==> src/rtl/result_serializer_pkg.sv <==
// Shared types and default constants for the compressor result serializer
// and the test harness that drives it.
package result_serializer_pkg;

    typedef enum logic [1:0] {
        IDLE  = 2'd0,
        SHIFT = 2'd1,
        DONE  = 2'd2
    } ser_state_t;

    localparam int              DEF_WIDTH = 55;
    localparam int              DEF_SIG_W = 16;
    localparam logic [15:0]     DEF_POLY  = 16'h1021;

    // Bit-counter width: ceil(log2(width)), never narrower than one bit.
    function automatic int cnt_width(input int width);
        return (width > 1) ? $clog2(width) : 1;
    endfunction

endpackage

==> src/rtl/result_serializer_sig_lfsr.sv <==
// Signature register: folds each accepted serial bit into a running
// CRC-style signature; synchronous clear outranks the fold.
module sig_lfsr
    import result_serializer_pkg::*;
#(
    parameter int               SIG_W = DEF_SIG_W,
    parameter logic [SIG_W-1:0] POLY  = DEF_POLY
) (
    input  logic             clk,
    input  logic             rst,
    input  logic             clr,
    input  logic             en,
    input  logic             bit_in,
    output logic [SIG_W-1:0] sig
);

    logic             feedback;
    logic [SIG_W-1:0] sig_next;

    assign feedback = sig[SIG_W-1] ^ bit_in;
    assign sig_next = {sig[SIG_W-2:0], 1'b0} ^ (feedback ? POLY : '0);

    // NOTE: sequential state uses non-blocking assignments so every register
    // samples pre-edge values regardless of block ordering.
    always_ff @(posedge clk or posedge rst) begin
        if (rst) begin
            sig <= '0;
        end else if (clr) begin
            sig <= '0;
        end else if (en) begin
            sig <= sig_next;
        end
    end

endmodule

==> src/rtl/result_serializer.sv <==
// Snapshots a parallel compressor result and streams it out LSB first with
// valid/ready handshaking, folding every accepted bit into a signature.
module result_serializer
    import result_serializer_pkg::*;
#(
    parameter int               WIDTH = DEF_WIDTH,
    parameter int               SIG_W = DEF_SIG_W,
    parameter logic [SIG_W-1:0] POLY  = DEF_POLY
) (
    input  logic             clk,
    input  logic             rst,
    input  logic             capture,
    input  logic [WIDTH-1:0] dst,
    input  logic             sig_clr,
    input  logic             sout_ready,
    output logic             sout,
    output logic             sout_valid,
    output logic             sout_last,
    output logic             busy,
    output logic             done,
    output logic             overrun,
    output logic [SIG_W-1:0] signature
);

    localparam int               CNT_W    = cnt_width(WIDTH);
    localparam logic [CNT_W-1:0] LAST_COL = CNT_W'(WIDTH - 1);

    ser_state_t       state;
    ser_state_t       state_next;
    logic [WIDTH-1:0] shadow;
    logic [CNT_W-1:0] cnt;
    logic             at_last;
    logic             beat;
    logic             load;

    assign at_last = (cnt == LAST_COL);
    assign beat    = sout_valid && sout_ready;
    assign load    = (state == IDLE) && capture;

    // Outputs decode straight from registered state so reset clears them
    // without waiting for a clock edge.
    assign sout_valid = (state == SHIFT);
    assign sout_last  = sout_valid && at_last;
    assign sout       = shadow[0];
    assign busy       = (state != IDLE);
    assign done       = (state == DONE);

    always_ff @(posedge clk or posedge rst) begin
        if (rst) begin
            state <= IDLE;
        end else begin
            state <= state_next;
        end
    end

    // NOTE: state_next is defaulted before the case so no path can infer a latch.
    always_comb begin
        state_next = state;
        case (state)
            IDLE:    if (capture) state_next = SHIFT;
            SHIFT:   if (beat && at_last) state_next = DONE;
            DONE:    state_next = IDLE;
            default: state_next = IDLE;
        endcase
    end

    // The counter stops at the last column, so it never wraps even when
    // WIDTH is an exact power of two.
    always_ff @(posedge clk or posedge rst) begin
        if (rst) begin
            shadow <= '0;
            cnt    <= '0;
        end else if (load) begin
            shadow <= dst;
            cnt    <= '0;
        end else if (beat) begin
            shadow <= shadow >> 1;
            if (!at_last) begin
                cnt <= cnt + 1'b1;
            end
        end
    end

    // A capture that arrives while a frame is still in SHIFT or DONE is lost;
    // remember that until reset so software can tell the result is suspect.
    always_ff @(posedge clk or posedge rst) begin
        if (rst) begin
            overrun <= 1'b0;
        end else if (capture && busy) begin
            overrun <= 1'b1;
        end
    end

    sig_lfsr #(
        .SIG_W (SIG_W),
        .POLY  (POLY)
    ) u_sig_lfsr (
        .clk    (clk),
        .rst    (rst),
        .clr    (sig_clr),
        .en     (beat),
        .bit_in (sout),
        .sig    (signature)
    );

endmodule

==> config.mk <==
export PLATFORM = sky130hd
export DESIGN_NAME = result_serializer
export DESIGN_NICKNAME = d
export VERILOG_FILES = /design/src/rtl/result_serializer_pkg.sv /design/src/rtl/result_serializer_sig_lfsr.sv /design/src/rtl/result_serializer.sv
export SDC_FILE = /design/constraint.sdc
export NUM_CORES = 1
export LEC_CHECK = 0
export CAP_MARGIN = 20
export CORE_MARGIN = 3
export CORE_UTILIZATION = 35
export CTS_CLUSTER_SIZE = 20
export DETAILED_ROUTE_END_ITERATION = 12
export SLEW_MARGIN = 20
export SYNTH_ARGS = -nofsm -noshare
export SYNTH_HDL_FRONTEND = slang
export SYNTH_SLANG_ARGS = --single-unit
==> constraint.sdc <==
create_clock -name clk -period 3 [get_ports clk]
set_clock_uncertainty 0.05 [all_clocks]
set_input_delay 0.6 -clock clk [delete_from_list [all_inputs] [get_ports clk]]
set_output_delay 0.6 -clock clk [all_outputs]
set_load 0.02 [all_outputs]
=== Yosys cells after proc, flatten, opt, wreduce, memory -nomap -nowiden ===
Cells that the tools add are included.

* Memory bits (writable): 0
* Register bits: 80
* Memory bits (read-only): 0
* Memories: 0
* Bits in latches: 0
* Output and inout port bits: 22
* Logic and storage cells: 36
* Input bits: 60

* Shifts and indexed selects: 0
* Multiply operators: 0
* Equality and inequality tests: 6
* Reduce and logical (&&, ||, !) cells: 11
* Add/sub/neg operators: 1
* Bitwise operators: 2
* $lt $le $gt $ge: 0
* Mux-type cells: 11
* Div/mod/pow operators: 0

{| class="wikitable"
|+ Operator list
! cell !! number
|-
| 55-bit 2-to-1 mux || 2
|-
| 16-bit 2-to-1 mux || 2
|-
| 6-bit 2-to-1 mux || 3
|-
| 16-bit XOR || 1
|-
| 13-bit 2-to-1 mux || 1
|-
| 6-bit by 1-bit adder with 6-bit output (second input constant) || 1
|-
| 6-bit == test (second input constant) || 1
|-
| 2-bit nonzero test || 3
|-
| 1-bit logical AND || 5
|-
| 2-bit 2-to-1 mux || 2
|-
| 2-bit by 1-bit != test with 1-bit output (second input constant) || 2
|-
| 2-bit one-hot mux with 2 select lines || 1
|-
| 2-bit AND reduction || 2
|-
| 2-bit by 1-bit == test with 1-bit output (second input constant) || 1
|-
| 2-bit == test (second input constant) || 1
|-
| 2-bit zero test || 1
|-
| 2-bit != test (second input constant) || 1
|-
| 1-bit XOR || 1
|}

=== Logic depth before layout (Yosys ltp) ===
* Depth in word-level cells: 5
* Mapped depth: 5
* Depth with buffers taken out: 5

=== By module ===
Synthesis repeated with hierarchy kept, for this count alone.

* Cell total of the unflattened synthesis: 352
* Area, all modules: 3601.0 um^2

{| class="wikitable"
|+ Modules (own cells, without submodules)
! module !! instances !! cells each !! area each (um^2) !! sequential area each (um^2)
|-
| result_serializer || 1 || 293 || 2904.0 || 1601.5
|-
| sig_lfsr || 1 || 59 || 696.9 || 400.4
|}

=== Least setup slack after synthesis ===
Ideal clock, no wire load.

* Path kind: reg-to-output
* Start: register state[0]
* End: output port sout_last
* Cell stages (with the launch flop): 3
* Path buffers: 0
* Data required time: 2350 ps
* Arrival time: 1139 ps
* Setup slack: 1211 ps
* Cells stage by stage: dfrtp_1 > nor2b_1 > and3_1

* Longest elaborated chain between the ends: 2

{| class="wikitable"
|+ Ends and longest elaborated chain
! item !! line !! source
|-
| from (decl) || result_serializer.sv:28 || <nowiki>ser_state_t state;</nowiki>
|-
| from (signal assigned) || result_serializer.sv:52 || <nowiki>state <= state_next;</nowiki>
|-
| 2-bit by 1-bit == test with 1-bit output || result_serializer.sv:42 || <nowiki>assign sout_valid = (state == SHIFT);</nowiki>
|-
| via sout_valid || result_serializer.sv:17 || <nowiki>output logic sout_valid,</nowiki>
|-
| 1-bit logical AND || result_serializer.sv:43 || <nowiki>assign sout_last = sout_valid && at_last;</nowiki>
|-
| to (decl) || result_serializer.sv:18 || <nowiki>output logic sout_last,</nowiki>
|}

The timed path passes the listed nets, and every way through them passes these cells.

=== Worst setup path after layout ===
* Start: register cnt[0]
* End: output port sout_last

* Longest elaborated chain between the ends: 2

{| class="wikitable"
|+ Ends and longest elaborated chain
! item !! line !! source
|-
| from (decl) || result_serializer.sv:31 || <nowiki>logic [CNT_W-1:0] cnt;</nowiki>
|-
| from (signal assigned) || result_serializer.sv:79 || <nowiki>cnt <= cnt + 1'b1;</nowiki>
|-
| 6-bit == test || result_serializer.sv:36 || <nowiki>assign at_last = (cnt == LAST_COL);</nowiki>
|-
| 1-bit logical AND || result_serializer.sv:43 ||
|}

Every way passes these cells.

==> run metrics <==
CTS Buf Count 9; pin count of the biggest net entering global routing 50; Clock Latency Late Sink 340 ps; Slew Viols, Final 0; gr usage total 0.150; Final nets 543; r2r worst-path depth 4; Gate Count Post-Synth 411; CP Capture Type output port; Critical Path Fanout Max 6; final hold vios 0; Setup crit start cnt[0]$_DFFE_PP0P_; drt wl/cell 13.6 um; Root Driver clkbuf_8; Mean Syn Cell Area 8.71 um2; Antenna Nets Post-Route 0; Chip Width 107 um; WP data arrival 2020 ps; Worst R2R End shadow[43]$_DFFE_PP0P_; layout cells sized above 1 0.0556; number of I/O port buffers 81; Clk pin slew, worst setup/hold paths 80 ps; final period utilization 0.890; Post-Syn Area 3580 um2; first-pass GRT wire length 13900 um; DR vias/cell 4.89; sequential area share after synthesis 0.559; total die area 11500 um2; final setup fails 0; RSZ-0062 raised after global routing false; antenna cells 0; Post-DP HPWL 5510 um; Yosys reg bits 80; number of synthesized flops with an enable pin 0; initial antenna violation count 0; Core Box Area 9860 um2; startpoint types register; max-cap violation count 0; clk buf depth 2; Post-CTS Resized 0; drt initial violations 113; Die Span Y 107 um; total setup buffers inserted after CTS 0; Area Overhead vs Synth 32.2%; WS Path Type reg2out; Reg2Reg Launch Point state[0]$_DFFE_PP0P_; # hold bufs at CTS 0; final WL 8420 um; Initial Util 0.363; PwrDens 629 nW/um2; fmax 375 MHz; LEAKAGE 0.00204 uW; Filler Cell Count 932; post-synthesis async set-or-reset flop share 1.00; crit path time final 2670 ps; Clock Sinks 80; max_slew headroom 0.446; row count 36; via count 3030; Peak VDD IR 0.270 mV; Syn Nets 473; commonest non-fill, non-tap cells in the layout nand2_1 (133), clkdlybuf4s50_1 (81), dfrtp_1 (80); Multi-input gate area 1420 um2; Critical Path RT 2350 ps; outcome finished, final reports clean; CTS tree built; GPL Wtd Cong 0.749; register area 2000 um2; Cell variety after synth 34; Top-Level Pins 82; drt pass-1 iters 4; HP Class reg2reg; TNS Setup 0 ps; DRC errors left 0; synth warn 0; Post-synth top flop dfrtp_1; vias in the first global route 2818; H-tree depth 3; Least-Margin Pin Slew 830 ps; critical path endpoint sout_last; r2r setup slk 1380 ps; Final Hold Slack 433 ps; most common cell after layout, fill and taps aside nand2_1; grt ovf 0
## cell families (layout without fill, tap and decap cells)
group | count (synthesis) | count (layout) | synth area share
AO/OA/AOI/OAI | 78 | 78 | 0.133
XOR/XNOR | 3 | 3 | 0.00734
multiplexers | 4 | 4 | 0.0112
buffers and inverters | 34 | 109 | 0.0444
flip-flops | 80 | 80 | 0.559
AND/OR/NAND/NOR | 210 | 210 | 0.238
adder cells (fa/ha/maj) | 2 | 2 | 0.00699
## layer usage
metal | GRT usage | up-vias | wire, um
li1 | - | 1513 | -
met1 | 0.205 | 1439 | 3810
met2 | 0.223 | 76 | 3970
met3 | 0.0566 | 2 | 621
met4 | 0.0411 | 0 | 17
met5 | 0 | - | 0
## area by class of cell
cell class | count | share of cell area
sequential | 80 | 0.423
clock inverter | 5 | 0.0172
tap | 133 | 0.0352
inverter | 3 | 0.00264
timing repair buffer | 90 | 0.194
multi-input combinational | 297 | 0.301
clock buffer | 11 | 0.0278
## synthesized netlist by cell type, types with 3 or more instances
master / instances / area [um2]
a21oi_1: 16 / 80.1
a31oi_1: 50 / 313
buf_1: 7 / 26.3
buf_2: 13 / 65.1
clkbuf_1: 9 / 33.8
dfrtp_1: 80 / 2000
inv_1: 3 / 11.3
mux2i_1: 4 / 40.0
nand2_1: 133 / 499
nand3_1: 4 / 20.0
nand3b_1: 3 / 22.5
nor2_1: 54 / 203
nor3_1: 3 / 15.0
o22ai_1: 3 / 18.8
## sequential cells by signal, summed over array words and instances (netlist names)
signal / cells
u_sig_lfsr.sig: 16
overrun: 1
cnt: 6
state: 2
shadow: 55
## power by group
part / internal, uW / leakage, uW / switching [uW]
clock: 470 / 0.000104 / 381
combinational: 303 / 0.000938 / 312
sequential: 1340 / 0.000998 / 175
## through the flow
step	instance area, um2	instances	setup slack [ps]	util	power [uW]
finish	4730	619	330	0.480	2980
global route	4730	619	201	0.480	3180
CTS	4730	619	293	0.480	3020
detailed placement	4520	603	675	0.458	2150
global placement	4520	603	722	0.458	2120
floorplan	3580	411	298	-	1910
## how the worst min path moves through the flow
stage | startpoint | to | depth (start not counted)
detailed placement | overrun$_DFFE_PP0P_ | overrun$_DFFE_PP0P_ | 1
finish | overrun$_DFFE_PP0P_ | overrun$_DFFE_PP0P_ | 1
floorplan | cnt[4]$_DFFE_PP0P_ | cnt[4]$_DFFE_PP0P_ | 1
global placement | overrun$_DFFE_PP0P_ | overrun$_DFFE_PP0P_ | 1
CTS | overrun$_DFFE_PP0P_ | overrun$_DFFE_PP0P_ | 1
global route | overrun$_DFFE_PP0P_ | overrun$_DFFE_PP0P_ | 1
## worst max-delay path, cell delays in order, from the launching register on
cell and delay [ps]:
dfrtp_1 430, inv_1 80, ha_1 130, and4b_1 270, and3_1 170, clkdlybuf4s50_1 600
Power figures use the tool's default switching activity.
